--- src/rtl/conv_frame_sequencer.sv ---
// Sequences a 3x3 convolution over one IMG_W x IMG_H frame: an optional kernel load, then a pixel raster with window strobes.
// 1-cycle latency from input handshake to strobes; input is held off while an unconsumed window is pending.
module conv_frame_sequencer #(
  parameter int IMG_W = 28,
  parameter int IMG_H = 28,
  parameter int K     = 3
) (
  input  logic        clk,
  input  logic        reset_n,
  input  logic        start,
  input  logic        load_k,
  input  logic        in_valid,
  output logic        in_ready,
  input  logic [15:0] in_data,
  output logic        k_we,
  output logic [3:0]  k_addr,
  output logic        pix_we,
  output logic [4:0]  pix_col,
  output logic [4:0]  pix_row,
  output logic [15:0] pix_data,
  output logic        win_valid,
  input  logic        win_ready,
  output logic [4:0]  win_row,
  output logic [4:0]  win_col,
  output logic        busy,
  output logic        frame_done
);

  typedef enum logic [1:0] {IDLE, LOAD_K, STREAM, FLUSH} state_t;

  localparam logic [4:0] LAST_COL = 5'(IMG_W - 1);
  localparam logic [4:0] LAST_ROW = 5'(IMG_H - 1);
  localparam logic [3:0] LAST_K   = 4'(K * K - 1);

  state_t     state;
  logic [4:0] col;
  logic [4:0] row;
  logic [3:0] kidx;
  logic       hs;

  // A pending window blocks new pixels unless it is consumed this very cycle.
  always_comb begin
    in_ready = 1'b0;
    case (state)
      LOAD_K:  in_ready = 1'b1;
      STREAM:  in_ready = !win_valid || win_ready;
      default: in_ready = 1'b0;
    endcase
  end

  assign hs = in_valid && in_ready;

  always_ff @(posedge clk or negedge reset_n) begin
    if (!reset_n) begin
      state      <= IDLE;
      col        <= 5'd0;
      row        <= 5'd0;
      kidx       <= 4'd0;
      k_we       <= 1'b0;
      k_addr     <= 4'd0;
      pix_we     <= 1'b0;
      pix_col    <= 5'd0;
      pix_row    <= 5'd0;
      pix_data   <= 16'd0;
      win_valid  <= 1'b0;
      win_row    <= 5'd0;
      win_col    <= 5'd0;
      busy       <= 1'b0;
      frame_done <= 1'b0;
    end else begin
      k_we       <= 1'b0;
      pix_we     <= 1'b0;
      frame_done <= 1'b0;
      if (win_valid && win_ready) win_valid <= 1'b0;

      case (state)
        IDLE: begin
          if (start) begin
            busy  <= 1'b1;
            col   <= 5'd0;
            row   <= 5'd0;
            kidx  <= 4'd0;
            state <= load_k ? LOAD_K : STREAM;
          end
        end

        LOAD_K: begin
          if (hs) begin
            k_we     <= 1'b1;
            k_addr   <= kidx;
            pix_data <= in_data;
            kidx     <= kidx + 4'd1;
            if (kidx == LAST_K) state <= STREAM;
          end
        end

        STREAM: begin
          if (hs) begin
            pix_we   <= 1'b1;
            pix_col  <= col;
            pix_row  <= row;
            pix_data <= in_data;
            // Rows 0-1 and columns 0-1 only fill the line buffers.
            if (row >= 5'd2 && col >= 5'd2) begin
              win_valid <= 1'b1;
              win_row   <= row;
              win_col   <= col;
            end
            if (col == LAST_COL) begin
              col <= 5'd0;
              if (row == LAST_ROW) state <= FLUSH;
              else                 row   <= row + 5'd1;
            end else begin
              col <= col + 5'd1;
            end
          end
        end

        FLUSH: begin
          // The last pixel always opens a window, so wait for its consumption.
          if (win_valid && win_ready) begin
            frame_done <= 1'b1;
            busy       <= 1'b0;
            col        <= 5'd0;
            row        <= 5'd0;
            kidx       <= 4'd0;
            state      <= IDLE;
          end
        end

        default: state <= IDLE;
      endcase
    end
  end

endmodule
--- config.mk ---
export PLATFORM = sky130hd
export DESIGN_NAME = conv_frame_sequencer
export DESIGN_NICKNAME = d
export VERILOG_FILES = /design/src/rtl/conv_frame_sequencer.sv
export SDC_FILE = /design/constraint.sdc
export NUM_CORES = 1
export LEC_CHECK = 0
export ABC_AREA = 1
export CAP_MARGIN = 40
export CORE_MARGIN = 1
export CORE_UTILIZATION = 49
export DETAILED_ROUTE_END_ITERATION = 10
export PLACE_DENSITY_LB_ADDON = 0.1
export SLEW_MARGIN = 20
export SYNTH_ARGS = -nofsm -noshare
export SYNTH_HDL_FRONTEND = slang
export SYNTH_SLANG_ARGS = --single-unit
export TNS_END_PERCENT = 1
--- constraint.sdc ---
create_clock -name clk -period 1.9 [get_ports clk]
set_input_delay 0.285 -clock clk [delete_from_list [all_inputs] [get_ports clk]]
set_output_delay 0.285 -clock clk [all_outputs]
set_load 0.005 [all_outputs]
==> Yosys cells after proc, flatten, opt, wreduce, memory -nomap -nowiden <==
Cells that the tools add are included.
{ "totals": {"input_bits": 22, "regBits": 61, "wordCells": 88} }
{ "op_classes": {"mux": 35, "n_lt_le_gt_ge": 2, "n_eq_ne": 14, "n_reduce_logical": 19, "n_addsub": 3} }
{ "ops": {"columns": ["cell", "n"], "rows": [
  ["$mux 5", 7],
  ["$pmux 5 s3", 2],
  ["$mux 2", 8],
  ["$ne 2x2->1 const B", 8],
  ["$mux 4", 3],
  ["$pmux 4 s3", 1],
  ["$mux 1", 11],
  ["$add 5x1->5 const B", 2],
  ["$eq 5x5->1 const B", 2],
  ["$ge 5x2->1 const B", 2],
  ["$pmux 2 s4", 1],
  ["$reduce_and 4->1", 2],
  ["$reduce_and 7->1", 1],
  ["$reduce_and 2->1", 3],
  ["$reduce_and 3->1", 2],
  ["$reduce_and 6->1", 1],
  ["$reduce_bool 3->1", 2],
  ["$add 4x1->4 const B", 1],
  ["$eq 2x2->1 const B", 2],
  ["$eq 4x4->1 const B", 1],
  ["$pmux 1 s2", 2],
  ["$logic_and 1x1->1", 3],
  ["$eq 2x1->1 const B", 1],
  ["$logic_not 2->1", 1],
  ["4 further kinds", 4]
]} }

==> Longest topological paths before layout <==
{ "logic_depth": {"ltp_word": 6, "ltp_mapped": 10, "ltp_nobuf": 10} }

==> Least setup slack after synthesis <==
Ideal clock, no wire load.
{ "synth_timing": {"path_kind": "register to register", "startpoint": "register state[0]", "endpoint": "register row[3]", "period_less_slack_ns": 1.659, "required_time_ns": 1.783, "n_path_buf": 0, "stages_incl_launch_ff": 11, "t_arrival_ns": 1.542, "path_slack_ns": 0.241, "setup_ns": 0.117, "path_cell_list": "dfrtp_1 inv_1 ha_1 nand2_1 nand2_1 nor2_1 nand2_1 nor2_2 nand2_1 nand2_1 nand2_1"} }
{ "synth_via": {"elab_chain_len": 5} }
{ "synth_rtl": {"columns": ["element", "line", "source"], "rows": [
  ["start, declared", "35", "state_t state;"],
  ["start signal, assigned", "83", "state <= load_k ? LOAD_K : STREAM;"],
  ["$eq 2x2->1 or $eq 2x1->1 (tied branches)", "44, 76", null],
  ["$pmux 1 s2", "44", "case (state)"],
  ["$logic_and 1x1->1", "51", "assign hs = in_valid && in_ready;"],
  ["$ne 2x2->1 (no line)", null, null],
  ["$reduce_and 6->1 (no line)", null, null],
  ["end signal, assigned", "112", "else row <= row + 5'd1;"],
  ["end, declared", "37", "logic [4:0] row;"]
]} }
Parallel ways exist; a longest one is shown, timed or not.
A chain may end at the register's enable or synchronous reset.

==> Worst setup path in the final report <==
{ "layout_timing": {"startpoint": "register state[1]", "endpoint": "output in_ready"} }
{ "layout_via": {"elab_chain_len": 2} }
{ "layout_rtl": {"columns": ["element", "line", "source"], "rows": [
  ["$eq 2x2->1 or $eq 2x1->1 (tied branches)", "44", null],
  ["$pmux 1 s2 *", "44", null],
  ["end, declared", "13", "output logic in_ready,"]
]} }
Every way passes the cells marked *; elsewhere a longest branch is shown, timed or not.

==> summary.md <==
| Metric | Value |
|---|---|
| Status | `finished, final reports clean` |
| Largest net degree at the start of global routing | `46` |
| Syn Inst Count | `325` |
| FF-to-FF setup slack | `0.10 ns` |
| I/O Buffers | `67` |
| GRT Residual Overflow | `0` |
| Place WS | `-0.03135 ns` |
| Commonest non-fill, non-tap cell in the layout | `nand2_1` |
| Lkg Pwr | `1.951 nW` |
| # DRC | `0` |
| TNS Setup | `0 ns` |
| Area post-placement | `0.003665 mm²` |
| FF-to-FF Start | `state[0]$_DFFE_PN0P_` |
| First-pass GRT wire length | `10,430 µm` |
| Max VDD drop | `721.6 µV` |
| Final GP Congestion | `0.7787` |
| Switch share | `33.10%` |
| Die height | `78.14 µm` |
| Vias in the first global route | `2,317` |
| Switching pwr | `1.503 mW` |
| Layout cells sized above 1 | `13.08%` |
| Layout Skew | `0.008905 ns` |
| Core Box Area | `0.005540 mm²` |
| Via-per-instance ratio | `4.825` |
| Arr. time, crit path | `1.52 ns` |
| Hold WC Path Type | `in -> async` |
| Flop pwr share | `37.3%` |
| RSZ-0062 raised after global routing | `true` |
| Max_slew headroom | `73.10%` |
| Dpl hpwl | `4147 µm` |
| Htree depth | `3` |
| 1st-pass router iterations | `4` |
| Setup ws final | `0.09061 ns` |
| Final Hold Vio Count | `0` |
| Post-synthesis cell area | `0.002840 mm²` |
| Final wirelength | `5828 µm` |
| GRT Overall Usage | `22.10%` |
| Measured slew at the worst slew-check pin | `0.4029 ns` |
| Yosys reg bits | `61` |
| Synth cell types | `26` |
| Row Count | `27` |
| # setup viols final | `0` |
| Fin crit share | `95.23%` |
| Commonest cells after routing, fill and taps aside | `nand2_1, clkdlybuf4s50_1, dfrtp_1` |
| Final nets | `444` |
| CTS Root Cell | `clkbuf_8` |
| Max-cap violation count | `0` |
| Max Fanout on Critical Path | `4` |
| Horiz. Die Dim | `78.14 µm` |
| Worst-path clk slew | `0.06 ns` |
| Total CTS buffers | `9` |
| Clock Path Buffers | `2` |
| Avg Inst Size Synth | `8.739 µm²` |
| Pwr Density | `1158 mW/mm²` |
| Initial DRC Count | `139` |
| Die Area | `0.006105 mm²` |
| CP Capture Type | `output pin` |
| Total number of yosys warnings | `0` |
| Crit path required time | `1.62 ns` |
| Final Slew Violations | `0` |
| Crit Path Class | `reg -> out` |
| Part of the power in the clock network | `24.3%` |
| Clock Latency Late Sink | `0.34 ns` |
| Initial antenna violation count | `0` |
| Max Clk Rate | `552.7 MHz` |
| Reg2Reg Depth | `9` |
| Min Tclk post-route | `1.809 ns` |
| CTS Sinks | `61` |
| Startpoint Class | `register` |
| Area growth syn-to-layout | `38.06%` |
| Seq/Total Area, Yosys | `53.74%` |
| Ant diodes | `0` |
| Comb pwr share | `38.4%` |
| R2r endpoint | `pix_col[4]$_DFFE_PN0P_` |
| P_int | `3.039 mW` |
| I/O pins | `68` |
| Cell area after layout | `0.003921 mm²` |
| Starting Density | `51.26%` |
| Post-Syn Nets | `358` |
| Total number of vias | `2,340` |
| Antenna-violating nets left | `0` |
| Avg WL per Cell | `12.02 µm` |
| CTS tree | `done` |
[metal layers]
metal	routed length (µm)	share of wire [%]	global-route usage (%)	up-vias
met5	0	0	0	-
met4	124	2.1	12.96	0
met3	230	3.9	4.419	10
met2	2775	48	35.61	60
met1	2698	46	27.61	1085
li1	-	-	-	1185
[worst max-delay path by stage]
stage                               from                endpoint  slack [ns]  cells after the start
finish              state[1]$_DFFE_PN0P_                in_ready        0.09                      7
floorplan           state[0]$_DFFE_PN0P_      row[3]$_DFFE_PN0P_        0.24                     10
detailed placement             win_ready                in_ready       -0.03                      8
global placement               win_ready                in_ready       0.005                      8
global route        state[0]$_DFFE_PN0P_  pix_col[4]$_DFFE_PN0P_       -0.01                      9
CTS                 state[1]$_DFFE_PN0P_                in_ready        0.09                      7
[sequential cells by signal, indices dropped and copies added, names as in the netlist]
signal and flops:
busy 1, kidx 4, k_we 1, pix_col 5, win_row 5, pix_row 5
pix_data 16, col 5, win_valid 1, frame_done 1, pix_we 1, row 5
state 2, win_col 5, k_addr 4
[metrics by stage]
| stage | utilization, % | total power [mW] | cells | hold slack [ns] |
|---|---|---|---|---|
| after floorplan | - | 2.533 | 325 | -0.01059 |
| after global placement | 66.15 | 3.302 | 469 | 0.2249 |
| after detailed placement | 66.15 | 3.341 | 469 | 0.2240 |
| after CTS | 70.73 | 4.575 | 485 | 0.3989 |
| after global routing | 70.78 | 4.894 | 485 | 0.4396 |
| final | 70.78 | 4.542 | 485 | 0.3929 |
[cell families after synthesis]
group	count (synthesis)	synth area share, %
buffers and inverters	50	7.004
and+or+nand+nor	158	24.36
xor gates and xnor gates	6	1.850
adders and majority gates	11	4.846
AOI/OAI and AO/OA	39	8.194
DFF	61	53.74
[critical path, stage by stage, from the launching register on]
cell and delay, ns:
dfrtp_1 0.44, inv_2 0.11, ha_4 0.17, inv_1 0.05, nand2_2 0.07, nand2_1 0.06, inv_1 0.04, dlygate4sd2_1 0.25
[power by group through the flow]
stage | clock [mW] | combinational, mW | sequential [mW]
3_5_place_dp | 0 | 1.64 | 1.70
3_3_place_gp | 0 | 1.60 | 1.70
2_1_floorplan | 0 | 0.821 | 1.71
5_1_grt | 1.20 | 1.97 | 1.72
6_report | 1.10 | 1.74 | 1.69
4_1_cts | 1.14 | 1.74 | 1.69
[what timing repair did]
item	4_1_cts	5_1_grt
pin swaps	1	0
cloned	0	0
hold buffers	1	0
endpoints found under the hold margin	16	0
resized for setup	11	1
setup endpoints to repair	1	3
buffers inserted	2	0
[cell usage after synthesis (all sizes together)]
| master | number | share of area [%] |
|---|---|---|
| nand3b | 2 | 0.53 |
| o21ai | 36 | 7.5 |
| nand3 | 29 | 5.6 |
| a21oi | 2 | 0.35 |
| clkinv | 1 | 0.13 |
| ha | 11 | 4.8 |
| clkbuf | 4 | 0.53 |
| dfrtp | 61 | 54 |
| a2bb2oi | 1 | 0.31 |
| nor2 | 17 | 3.2 |
| buf | 4 | 0.92 |
| nand4 | 3 | 0.66 |
| nand2 | 104 | 14 |
| nor3 | 1 | 0.18 |
| xnor2 | 1 | 0.31 |
| xor2 | 5 | 1.5 |
| inv | 41 | 5.4 |
| or2 | 2 | 0.44 |
[layout make-up]
| cell class | instances | area (µm²) |
|---|---|---|
| Timing Repair Buffer | 83 | 799.5 |
| Inverter | 42 | 160.2 |
| Sequential cell | 61 | 1528 |
| Clock buffer | 11 | 151.4 |
| Fill cell | 445 | 1619 |
| Tap cell | 72 | 90.09 |
| Multi-Input combinational cell | 214 | 1157 |
| Clock inverter | 2 | 35.03 |
Power figures use the tool's default switching activity.
